**config.mk**
```make
export PLATFORM = sky130hd
export DESIGN_NAME = spi_master_tx
export DESIGN_NICKNAME = d
export VERILOG_FILES = /design/src/rtl/spi_cfg_pkg.sv /design/src/rtl/spi_clk_div.sv /design/src/rtl/spi_master_tx.sv
export SDC_FILE = /design/constraint.sdc
export NUM_CORES = 1
export LEC_CHECK = 0
export ABC_AREA = 1
export CELL_PAD_IN_SITES_DETAIL_PLACEMENT = 0
export CELL_PAD_IN_SITES_GLOBAL_PLACEMENT = 2
export CORE_ASPECT_RATIO = 1.5
export CORE_MARGIN = 5
export CORE_UTILIZATION = 37
export CTS_CLUSTER_SIZE = 8
export DETAILED_ROUTE_END_ITERATION = 8
export DONT_BUFFER_PORTS = 1
export PLACE_DENSITY = 0.88
export SLEW_MARGIN = 20
export SYNTH_ARGS = -nofsm -noshare
export SYNTH_HDL_FRONTEND = slang
export SYNTH_SLANG_ARGS = --single-unit
```
**constraint.sdc**
```tcl
create_clock -name clock -period 4.6 [get_ports clock]
set_clock_uncertainty 0.15 [all_clocks]
set_input_delay 0.46 -clock clock [delete_from_list [all_inputs] [get_ports clock]]
set_output_delay 0.46 -clock clock [all_outputs]
set_load 0.02 [all_outputs]
```
**src/rtl/spi_cfg_pkg.sv**
```systemverilog
// ============================================================================
// Module  : spi_cfg_pkg
// Brief   : Shared addresses, frame layout and FSM state type for the SPI TX
// Revision: 1.0 - initial release
// ============================================================================
`default_nettype none

package spi_cfg_pkg;

  localparam logic [6:0] ADDR_COS1_0 = 7'h01;
  localparam logic [6:0] ADDR_COS1_1 = 7'h02;
  localparam logic [6:0] ADDR_SIN1_0 = 7'h03;
  localparam logic [6:0] ADDR_SIN1_1 = 7'h04;
  localparam logic [6:0] ADDR_COS2_0 = 7'h05;
  localparam logic [6:0] ADDR_COS2_1 = 7'h06;
  localparam logic [6:0] ADDR_SIN2_0 = 7'h07;
  localparam logic [6:0] ADDR_SIN2_1 = 7'h08;

  localparam int FRAME_W       = 32;
  localparam int COEF_W        = 5;
  localparam int NUM_COEF      = 4;
  localparam int FRM_WRITE_BIT = 31;
  localparam int FRM_ADDR_MSB  = 30;
  localparam int FRM_ADDR_LSB  = 24;
  localparam int FRM_COEF0_MSB = 23;
  localparam int FRM_PAD_MSB   = 3;

  localparam logic [2:0] ST_IDLE  = 3'd0;
  localparam logic [2:0] ST_SETUP = 3'd1;
  localparam logic [2:0] ST_SHIFT = 3'd2;
  localparam logic [2:0] ST_HOLD  = 3'd3;
  localparam logic [2:0] ST_GAP   = 3'd4;

  typedef enum logic [2:0] {
    S_IDLE  = ST_IDLE,
    S_SETUP = ST_SETUP,
    S_SHIFT = ST_SHIFT,
    S_HOLD  = ST_HOLD,
    S_GAP   = ST_GAP
  } spi_state_e;

  // Coefficient i sits COEF_W*i bits below coefficient 0; the low nibble is pad.
  function automatic logic [FRAME_W-1:0] build_frame(
    input logic                              wr,
    input logic [6:0]                        addr,
    input logic [NUM_COEF-1:0][COEF_W-1:0]   coef
  );
    logic [FRAME_W-1:0] f;
    f = '0;
    f[FRM_WRITE_BIT] = wr;
    f[FRM_ADDR_MSB:FRM_ADDR_LSB] = addr;
    for (int i = 0; i < NUM_COEF; i++) begin
      f[FRM_COEF0_MSB - COEF_W*i -: COEF_W] = coef[i];
    end
    return f;
  endfunction

endpackage

`default_nettype wire

```
**src/rtl/spi_clk_div.sv**
```systemverilog
// ============================================================================
// Module  : spi_clk_div
// Brief   : One-cycle tick every CLK_DIV cycles while enabled; restarts on enable
// Revision: 1.0 - initial release
// ============================================================================
`default_nettype none

module spi_clk_div #(
  parameter int CLK_DIV = 4
) (
  input  logic clock,
  input  logic reset,
  input  logic enable,
  output logic tick
);

  localparam logic [7:0] C_TERM = 8'(CLK_DIV - 1);

  logic [7:0] cnt_q, cnt_d;

  always_comb begin
    cnt_d = cnt_q;
    if (!enable || cnt_q == C_TERM) begin
      cnt_d = '0;
    end else begin
      cnt_d = cnt_q + 8'd1;
    end
  end

  always_ff @(posedge clock or posedge reset) begin
    if (reset) begin
      cnt_q <= '0;
    end else begin
      cnt_q <= cnt_d;
    end
  end

  assign tick = enable && (cnt_q == C_TERM);

endmodule

`default_nettype wire

```
**src/rtl/spi_master_tx.sv**
```systemverilog
// ============================================================================
// Module  : spi_master_tx
// Brief   : Mode-0 SPI master sending one 32-bit command frame per request
// Revision: 1.0 - initial release
// ============================================================================
`default_nettype none

module spi_master_tx
  import spi_cfg_pkg::*;
#(
  parameter int CLK_DIV = 4
) (
  input  logic                            clock,
  input  logic                            reset,
  input  logic                            cmd_valid,
  output logic                            cmd_ready,
  input  logic                            cmd_write,
  input  logic [6:0]                      cmd_addr,
  input  logic [NUM_COEF-1:0][COEF_W-1:0] cmd_data,
  output logic                            rsp_valid,
  output logic [FRAME_W-1:0]              rsp_data,
  output logic                            SCLK,
  output logic                            MOSI,
  input  logic                            MISO,
  output logic                            ss,
  output logic                            busy
);

  spi_state_e         state_q, state_d;
  logic [FRAME_W-1:0] tx_q, tx_d;
  logic [FRAME_W-1:0] rx_q, rx_d;
  logic [5:0]         bit_cnt_q, bit_cnt_d;
  logic               sclk_q, sclk_d;
  logic               ss_q, ss_d;
  logic               rsp_valid_q, rsp_valid_d;
  logic [FRAME_W-1:0] rsp_data_q, rsp_data_d;

  logic tick;
  logic div_en;
  logic sclk_rise;
  logic sclk_fall;

  assign div_en    = (state_q != S_IDLE);
  assign sclk_rise = (state_q == S_SHIFT) && tick && !sclk_q;
  assign sclk_fall = (state_q == S_SHIFT) && tick &&  sclk_q;

  spi_clk_div #(.CLK_DIV(CLK_DIV)) u_clk_div (
    .clock  (clock),
    .reset  (reset),
    .enable (div_en),
    .tick   (tick)
  );

  always_comb begin
    state_d     = state_q;
    tx_d        = tx_q;
    rx_d        = rx_q;
    bit_cnt_d   = bit_cnt_q;
    sclk_d      = sclk_q;
    ss_d        = ss_q;
    rsp_valid_d = 1'b0;
    rsp_data_d  = rsp_data_q;

    case (state_q)
      S_IDLE: begin
        bit_cnt_d = '0;
        if (cmd_valid) begin
          state_d = S_SETUP;
          tx_d    = build_frame(cmd_write, cmd_addr, cmd_data);
          rx_d    = '0;
          ss_d    = 1'b0;
        end
      end
      S_SETUP: begin
        if (tick) state_d = S_SHIFT;
      end
      S_SHIFT: begin
        if (sclk_rise) begin
          sclk_d = 1'b1;
          rx_d   = {rx_q[FRAME_W-2:0], MISO};
          if (bit_cnt_q != 6'd32) bit_cnt_d = bit_cnt_q + 6'd1;
        end
        // Shifting in a zero leaves MOSI low once the last bit has gone out.
        if (sclk_fall) begin
          sclk_d = 1'b0;
          tx_d   = {tx_q[FRAME_W-2:0], 1'b0};
          if (bit_cnt_q == 6'd32) state_d = S_HOLD;
        end
      end
      S_HOLD: begin
        if (tick) begin
          state_d     = S_GAP;
          ss_d        = 1'b1;
          rsp_valid_d = 1'b1;
          rsp_data_d  = rx_q;
        end
      end
      S_GAP: begin
        if (tick) state_d = S_IDLE;
      end
      default: begin
        state_d = S_IDLE;
      end
    endcase
  end

  always_ff @(posedge clock or posedge reset) begin
    if (reset) begin
      state_q     <= S_IDLE;
      tx_q        <= '0;
      rx_q        <= '0;
      bit_cnt_q   <= '0;
      sclk_q      <= 1'b0;
      ss_q        <= 1'b1;
      rsp_valid_q <= 1'b0;
      rsp_data_q  <= '0;
    end else begin
      state_q     <= state_d;
      tx_q        <= tx_d;
      rx_q        <= rx_d;
      bit_cnt_q   <= bit_cnt_d;
      sclk_q      <= sclk_d;
      ss_q        <= ss_d;
      rsp_valid_q <= rsp_valid_d;
      rsp_data_q  <= rsp_data_d;
    end
  end

  assign cmd_ready = (state_q == S_IDLE);
  assign busy      = (state_q != S_IDLE);
  assign SCLK      = sclk_q;
  assign MOSI      = tx_q[FRAME_W-1];
  assign ss        = ss_q;
  assign rsp_valid = rsp_valid_q;
  assign rsp_data  = rsp_data_q;

endmodule

`default_nettype wire

```
After elaboration in Yosys (flattened, before gate mapping)
Cells that the tools add are included.

cells by class
  $add $sub $neg = 2
  equal/unequal tests = 15
  multiplexer cells = 24
  reduce and logical (&&, ||, !) cells = 19

operator list
  kind                                                                     number
  32-bit 2-to-1 mux                                                        4
  32-bit case mux with 2 select lines                                      2
  3-bit 2-to-1 mux                                                         6
  3-bit case mux with 5 select lines                                       1
  6-bit 2-to-1 mux                                                         2
  2-bit inequality test, second input constant                             6
  6-bit case mux with 2 select lines                                       1
  3-bit AND reduction                                                      4
  8-bit by 1-bit adder with 8-bit output, second input constant            1
  8-bit by 2-bit == test with 1-bit output, second input constant          1
  8-bit 2-to-1 mux                                                         1
  6-bit by 1-bit adder with 6-bit output, second input constant            1
  3-bit by 2-bit == test with 1-bit output, second input constant          2
  6-bit == test, second input constant                                     1
  1-bit 2-to-1 mux                                                         6
  6-bit inequality test, second input constant                             1
  6-bit AND reduction                                                      1
  2-bit nonzero test                                                       3
  1-bit logical AND                                                        4
  2-bit by 1-bit inequality test with 1-bit output, second input constant  2
  2-bit AND reduction                                                      2
  3-bit by 1-bit == test with 1-bit output, second input constant          1
  3-bit == test, second input constant                                     1
  3-bit logical NOT                                                        1
  4 further kinds                                                          5

word-level totals
  bits in registers = 116

Depth between registers and ports, before layout
Gate-level depths: netlist of the first run.

  depth after elaboration = 6
  gate-level depth with buffers = 10

Modules after synthesis
A second synthesis of the first run with hierarchy kept.

second synthesis, totals
  cells, all modules = 638
  area, all modules = 5094.9 um2

by module, submodules not included
  module         times used  cells each  area each (um2)
  spi_master_tx  1           581         4665.7
  spi_clk_div    1           57          429.2

Worst setup path after synthesis of the first run
OpenSTA, ideal clock, no wires.

  path kind = register to register
  from = register u_clk_div.cnt_q[0]
  to = register tx_q[10]
  library setup time = 0.116 ns
  arrival time = 1.542 ns
  data required time = 4.334 ns
  slack = 2.792 ns
  cell stages (with the launch flop) = 10
  path buffers = 1
  path through = dfrtp_1 > ha_1 > nand3_1 > nor2_4 > nand2_1 > o21ai_4 > nand2_4 > buf_2 > nand2_1 > nand2_1

between the ends
  longest elaborated chain between the ends = 6

RTL lines
  element                                   line                  source
  start, declared                           spi_clk_div.sv:19     logic [7:0] cnt_q, cnt_d;
  start signal, assigned                    spi_clk_div.sv:34     cnt_q <= cnt_d;
  8-bit by 2-bit == test with 1-bit output  spi_clk_div.sv:38     assign tick = enable && (cnt_q == C_TERM);
  1-bit logical AND                         spi_clk_div.sv:38
  1-bit logical AND (2 in a row)            spi_master_tx.sv:45   assign sclk_fall = (state_q == S_SHIFT) && tick && sclk_q;
  2-bit inequality test (no line)           -
  3-bit AND reduction (no line)             -
  end signal, assigned                      spi_master_tx.sv:119  tx_q <= tx_d;
  end, declared                             spi_master_tx.sv:30   logic [FRAME_W-1:0] tx_q, tx_d;

No other way between the ends.
A chain may end at the register's enable or synchronous reset.

Final worst setup path of the first run
  from = register state_q[2]
  to = register tx_q[22]

between the ends
  longest elaborated chain between the ends = 6

RTL lines
  element                          line                  source
  start, declared                  spi_master_tx.sv:29   spi_state_e state_q, state_d;
  start signal, assigned           spi_master_tx.sv:118  state_q <= state_d;
  3-bit nonzero test               spi_master_tx.sv:43   assign div_en = (state_q != S_IDLE);
  1-bit logical AND                spi_clk_div.sv:38
  1-bit logical AND (2 in a row)   spi_master_tx.sv:45
  2-bit inequality test (no line)  -
  3-bit AND reduction (no line)    -

Parallel ways exist; a longest one is shown, timed or not.

==> results of run 1 <==
-- report_power, final --
part | switching, W | total, W | internal [W] | leakage [nW]
registers | 0.000123 | 0.00128 | 0.00116 | 1.51
clock network | 0.000394 | 0.000780 | 0.000386 | 0.143
logic | 0.000729 | 0.000992 | 0.000263 | 1.19
total | 0.00125 | 0.00305 | 0.00180 | 2.84
-- per-stage QoR --
| step | hold slack, ps | std cells |
|---|---|---|
| after CTS | 98.6 | 789 |
| final | 109 | 790 |
| after floorplan | 283 | 637 |
| after global routing | 104 | 790 |
| after detailed placement | 308 | 773 |
| after global placement | 296 | 773 |
-- state kept, by name (all words and copies together) (netlist names) --
register and flops:
SCLK 1, bit_cnt_q 6, rsp_data 32, rsp_valid 1, rx_q 32, ss 1, state_q 3, tx_q 28
u_clk_div.cnt_q 8
-- critical path: cells and delay by family (launching register included) --
family / cells / cell delay, ps
flip-flops: 1 / 450
AND/OR/NAND/NOR: 6 / 1550
buffers and inverters: 1 / 70
AO/OA/AOI/OAI: 1 / 660
-- layout by cell type, fill, tap and decap left out --
| cell | instances |
|---|---|
| or2_1 | 1 |
| nor2_2 | 1 |
| clkinv_4 | 1 |
| nor3_1 | 3 |
| o21ai_1 | 11 |
| nor2_1 | 17 |
| clkbuf_16 | 9 |
| inv_2 | 2 |
| inv_1 | 20 |
| nand4_1 | 4 |
| nor3b_1 | 3 |
| xor2_1 | 2 |
| nand2_2 | 2 |
| nand3_1 | 48 |
| o21ai_0 | 22 |
| dlygate4sd3_1 | 1 |
| nand2_4 | 1 |
| clkinvlp_4 | 1 |
| buf_4 | 5 |
| dfstp_2 | 1 |
| nand3b_1 | 1 |
| inv_8 | 2 |
| or2_2 | 2 |
| ha_1 | 3 |
| o211ai_1 | 1 |
| nor4_1 | 1 |
| a21oi_1 | 4 |
| nor2_4 | 3 |
| dfrtp_1 | 111 |
| clkinv_8 | 1 |
| inv_6 | 3 |
| nand2_1 | 339 |
| o21ai_4 | 1 |
| nor3_2 | 1 |
-- cell type report --
class	instances	share of cell area, %
Timing Repair Buffer	6	0.872
Clock buffer	9	4.13
Tap cell	162	3.72
Sequential cell	112	51.4
Multi-Input combinational cell	471	36.9
Inverter	23	1.68
Clock inverter	7	1.33
-- logic make-up (layout without fill, tap and decap cells) --
family / count (synthesis) / in the layout / synth area share, %
AND/OR/NAND/NOR: 427 / 427 / 34.5
flip-flops: 112 / 112 / 55.4
buffers and inverters: 54 / 45 / 4.87
AO/OA/AOI/OAI: 39 / 39 / 4.13
adder cells (fa/ha/maj): 3 / 3 / 0.742
XOR/XNOR: 2 / 2 / 0.346
-- routing by layer --
| metal | track usage, % | share of wire, % |
|---|---|---|
| met3 | 3.33 | 4.1 |
| met1 | 16.8 | 42 |
| met4 | 4.13 | 0.72 |
| met5 | 0 | 0 |
| met2 | 24.9 | 53 |
-- worst min-delay path by stage --
| stage | end | from | slack [ps] |
|---|---|---|---|
| after floorplan | u_clk_div.cnt_q[0]$_DFF_PP0_ | u_clk_div.cnt_q[0]$_DFF_PP0_ | 280 |
| after global placement | u_clk_div.cnt_q[0]$_DFF_PP0_ | u_clk_div.cnt_q[0]$_DFF_PP0_ | 300 |
| after detailed placement | tx_q[19]$_DFFE_PP0P_ | tx_q[19]$_DFFE_PP0P_ | 310 |
| after CTS | rsp_data[16]$_DFFE_PP0P_ | reset | 100 |
| after global routing | tx_q[4]$_DFFE_PP0P_ | cmd_data[15] | 100 |
| final | tx_q[4]$_DFFE_PP0P_ | cmd_data[15] | 110 |
==> results.yml, run 1 <==
yosys:
  seq_area_frac_synth_pct: 55.4
  synth_edf_count: 0
  ys.flop_type: "dfrtp_1"
  syn_area_per_cell_um2: 7.94
  synth_area_leaders: "dfrtp_1 55%, nand2_1 25%, nand3_1 4.7%"
  synth_nets: 672
  synth_top_area_cell: "dfrtp_1"
  yosys_warnings: 0
  ys_async_sr_fraction_pct: 100
  ys_top_cells_by_count: "339 x nand2_1, 111 x dfrtp_1, 48 x nand3_1"
  synth_top_area_share_pct: 54.9
  syn-cell-area_um2: 5060
  synth-seq-cells: 112
  synth_most_common_cell: "nand2_1"
  synth.distinct_cells: 31
  synthCells: 637
sta:
  fin_crit_sh_pct: 65.4
  grt_setup_unrepaired: "no"
  setup_viol: 0
  fmax_mhz: 333
  finalHoldViolCount: 0
  fin_crit_ps: 3010
  worst_pin_slew_ps: 943
  slew_headroom_pct: 37.1
  setup_ws_ps: 1590
  drv_slew: 0
  finalSetupTns_ps: 0
cts:
  holdBufCountCts: 0
  cts_setup_buffers: 0
  cts_tree: "done"
  insertion_delay_ps: 340
  cts_buffer_depth: 2
  htreeDepth: 3
  cts_resized: 0
  clkTransAtPathRegs_ps: 80
  cts_sinks: 112
  numCtsBuffers: 9
  cts_root_buffer: "clkbuf_16"
hold_path:
  hp-class: "in -> reg"
  min_path_cells: 2
worst_setup_path:
  crit_path_frequent_cell: "nand2_1"
  endpoint_kind: "register"
  critPathArrivalTime_ps: 3090
  path_max_fanout: 36
  r2r_start: "state_q[2]$_DFFE_PP0P_"
  ff2ff_path_depth: 8
  timing.rr.end: "tx_q[22]$_DFFE_PP0P_"
  crit_path_end: "tx_q[22]$_DFFE_PP0P_"
  r2r_slack_ps: 1590
  critPathKind: "reg -> reg"
  crit_start: "state_q[2]$_DFFE_PP0P_"
  start_kind: "register"
  crit_chain: "nor2_4 -> inv_2 -> nor2_4 -> nand2_1 -> o21ai_4 -> nand2_4 -> nand2_1 -> nand2_1"
  slowest_stage: "o21ai_4"
  max_stage_delay_ps: 660
  crit_required_ps: 4690
global_route:
  antenna_found_initial: 0
  grt_start_max_net_pins: 79
  grt_pass1_vias: 3832
  grt.total_usage_pct: 14.1
  grt_first_pass_wirelength_um: 18700
  overflow: 0
pwr:
  power_w: 0.00305
  peakVddDrop_mv: 0.324
  p_per_area_nw_per_um2: 559
  static-leakage-power_nw: 2.84
floorplan:
  top_level_ports: 70
  start_util_pct: 37.6
  core_area_um2: 13500
  die_h_um: 153
  rows: 52
  die_w_um: 105
  fp.dieArea_um2: 16200
finish:
  regArea_um2: 2800
  multi_input_area_um2: 2010
  syn_to_final_growth_pct: 7.76
  num-fill-cells: 1398
  drive_gt1_share_pct: 5.73
  antennaDiodeCount: 0
  final_nets: 658
  utilization_pct: 40.5
  final_cell_area_um2: 5450
placed_design:
  globalplace.congestion: 0.735
  dp_hpwl_um: 7130
  io_buffers: 0
  dpl-instance-area_um2: 5140
  place_ws_ps: 1500
drt:
  vias: 3829
  ant_nets: 0
  drtPass1Iterations: 4
  routed_wl_um: 10900
  drt_iter0_drc: 125
  wl_per_cell_um: 13.8
  drc: 0
  via_per_inst: 4.85
run_status:
  status: "finished, final reports clean"
flow_run:
  drv_cap: 0
Note: power is estimated with default switching activity, not from simulation.
==> run 2: changes to the inputs <==
--- a/config.mk
+++ b/config.mk
@@ -10,11 +10,11 @@
 export CELL_PAD_IN_SITES_GLOBAL_PLACEMENT = 2
 export CORE_ASPECT_RATIO = 1.5
 export CORE_MARGIN = 5
-export CORE_UTILIZATION = 37
+export CORE_UTILIZATION = 33
 export CTS_CLUSTER_SIZE = 8
 export DETAILED_ROUTE_END_ITERATION = 8
 export DONT_BUFFER_PORTS = 1
-export PLACE_DENSITY = 0.88
+export PLACE_DENSITY = 0.83
 export SLEW_MARGIN = 20
 export SYNTH_ARGS = -nofsm -noshare
 export SYNTH_HDL_FRONTEND = slang
==> constraint.sdc (replaced) <==
create_clock -name clock -period 2.7 [get_ports clock]
set_clock_uncertainty 0.15 [all_clocks]
set_input_delay 0.27 -clock clock [delete_from_list [all_inputs] [get_ports clock]]
set_output_delay 0.27 -clock clock [all_outputs]
set_load 0.02 [all_outputs]
==> results.yml, run 2 (synthesized netlist as in run 1, its figures left out) <==
worst_setup_path:
  critPathKind: "reg -> reg"
  endpoint_kind: "register"
  r2r_slack_ps: 630
  timing.rr.end: "bit_cnt_q[2]$_DFFE_PP0P_"
  ff2ff_path_depth: 8
  path_max_fanout: 33
  r2r_start: "state_q[2]$_DFFE_PP0P_"
  start_kind: "register"
  critPathArrivalTime_ps: 2210
  crit_required_ps: 2830
floorplan:
  die_h_um: 162
  start_util_pct: 33.6
  fp.dieArea_um2: 18000
  die_w_um: 111
  rows: 55
  top_level_ports: 70
  core_area_um2: 15100
cts:
  cts_root_buffer: "clkbuf_16"
  insertion_delay_ps: 340
  clkTransAtPathRegs_ps: 80
  cts_buffer_depth: 2
  htreeDepth: 3
  cts_resized: 0
  cts_setup_buffers: 0
  cts_tree: "done"
  numCtsBuffers: 9
  cts_sinks: 112
hold_path:
  min_path_cells: 4
  hold-path-endpoint: "tx_q[16]$_DFFE_PP0P_"
  hold_start: "cmd_data[7]"
  hp-class: "in -> reg"
finish:
  final_cell_mix: "339 x nand2_1, 111 x dfrtp_1, 48 x nand3_1, 22 x o21ai_0, 20 x inv_1"
  num-fill-cells: 1572
  drive_gt1_share_pct: 6.13
  syn_to_final_growth_pct: 11.1
  mostFrequentLayoutCell: "nand2_1"
  finalNonFillerCells: 835
  final_nets: 666
  antennaDiodeCount: 0
placed_design:
  globalplace.congestion: 0.800
  dp.cells: 813
  io_buffers: 0
  dp_hpwl_um: 7380
sta:
  fin_crit_ps: 2070
  fin_crit_sh_pct: 76.8
  fmax_mhz: 482
  grt_setup_unrepaired: "no"
  slew_headroom_pct: 36.2
  worst_pin_slew_ps: 956
  setup_viol: 0
  finalHoldViolCount: 0
  drv_slew: 0
  finalSetupTns_ps: 0
global_route:
  grt_first_pass_wirelength_um: 18900
  grt_start_max_net_pins: 113
  grt_pass1_vias: 3959
  antenna_found_initial: 0
  grt.total_usage_pct: 12.7
  overflow: 0
drt:
  routed_wl_um: 11300
  vias: 3935
  drt_iter0_drc: 187
  drtPass1Iterations: 5
  ant_nets: 0
  wl_per_cell_um: 13.5
  via_per_inst: 4.71
  drc: 0
pwr:
  static-leakage-power_nw: 2.90
  p_per_area_nw_per_um2: 961
  peakVddDrop_mv: 0.469
run_status:
  status: "finished, final reports clean"
flow_run:
  drv_cap: 0
## run 2: changes by cell type in the layout (fill, tap and decap cells not counted)
cell / previous run / this run
buf_12: 0 / 2
buf_4: 5 / 6
bufinv_16: 0 / 1
clkbuf_8: 0 / 1
dlygate4sd3_1: 1 / 6
inv_6: 3 / 2
inv_8: 2 / 1
## run 2: worst max-delay path by stage
stage | cells past startpoint | slack, ps | startpoint | to
after global routing | 8 | 390 | state_q[2]$_DFFE_PP0P_ | bit_cnt_q[2]$_DFFE_PP0P_
after CTS | 7 | 590 | state_q[1]$_DFFE_PP0P_ | tx_q[11]$_DFFE_PP0P_
after global placement | 7 | 670 | state_q[1]$_DFFE_PP0P_ | tx_q[10]$_DFFE_PP0P_
after detailed placement | 7 | 590 | state_q[1]$_DFFE_PP0P_ | tx_q[11]$_DFFE_PP0P_
after floorplan | 9 | 890 | u_clk_div.cnt_q[0]$_DFF_PP0_ | tx_q[10]$_DFFE_PP0P_
final | 8 | 630 | state_q[2]$_DFFE_PP0P_ | bit_cnt_q[2]$_DFFE_PP0P_
## run 2: what timing repair did
action	CTS	global route
hold buffers	6	0
setup endpoints to repair	0	0
endpoints found under the hold margin	115	0
## run 2: cell type report
class                           count  area [um^2]  share of cell area (%)
Sequential cell                   112         2800                    49.9
Multi-Input combinational cell    471         2010                    35.8
Tap cell                          199          249                    4.43
Clock buffer                       10          239                    4.25
Timing Repair Buffer               14          145                    2.58
Inverter                           23         90.1                    1.60
Clock inverter                      6         83.8                    1.49
## run 2: per-stage QoR
stage / power, W / setup WS [ps] / util, % / hold WS, ps / instance area (um^2)
detailed placement: 0.00404 / 594 / 34.8 / 225 / 5240
CTS: 0.00551 / 589 / 37.3 / 1.88 / 5620
finish: 0.00540 / 625 / 37.3 / 15.2 / 5620
global route: 0.00584 / 386 / 37.3 / 26.3 / 5620
global placement: 0.00400 / 668 / 34.8 / 214 / 5240
floorplan: 0.00364 / 892 / - / 269 / 5060
## run 2: where the power goes
| group | total, W | switching [W] | leakage, nW | internal [W] |
|---|---|---|---|---|
| sequential | 0.00218 | 0.000210 | 1.51 | 0.00197 |
| combinational | 0.00181 | 0.00129 | 1.23 | 0.000514 |
| clock | 0.00142 | 0.000649 | 0.158 | 0.000769 |
| total | 0.00540 | 0.00215 | 2.90 | 0.00325 |
## run 2: routing by layer
metal / share of wire [%] / wire length (um) / track usage, %
met3: 4.4 / 490 / 3.24
met4: 0.92 / 104 / 3.49
met2: 53 / 5920 / 24.0
met1: 42 / 4740 / 14.0
met5: 0 / 0 / 0
## run 2: worst max-delay path, cell delays in order (launching register included)
cell     delay [ps]
dfrtp_1         450
nor2_4          160
inv_2            70
nor2_4          140
buf_4           380
nand4_1         300
nand2_1         230
nand2_1          70
nand2_1          60
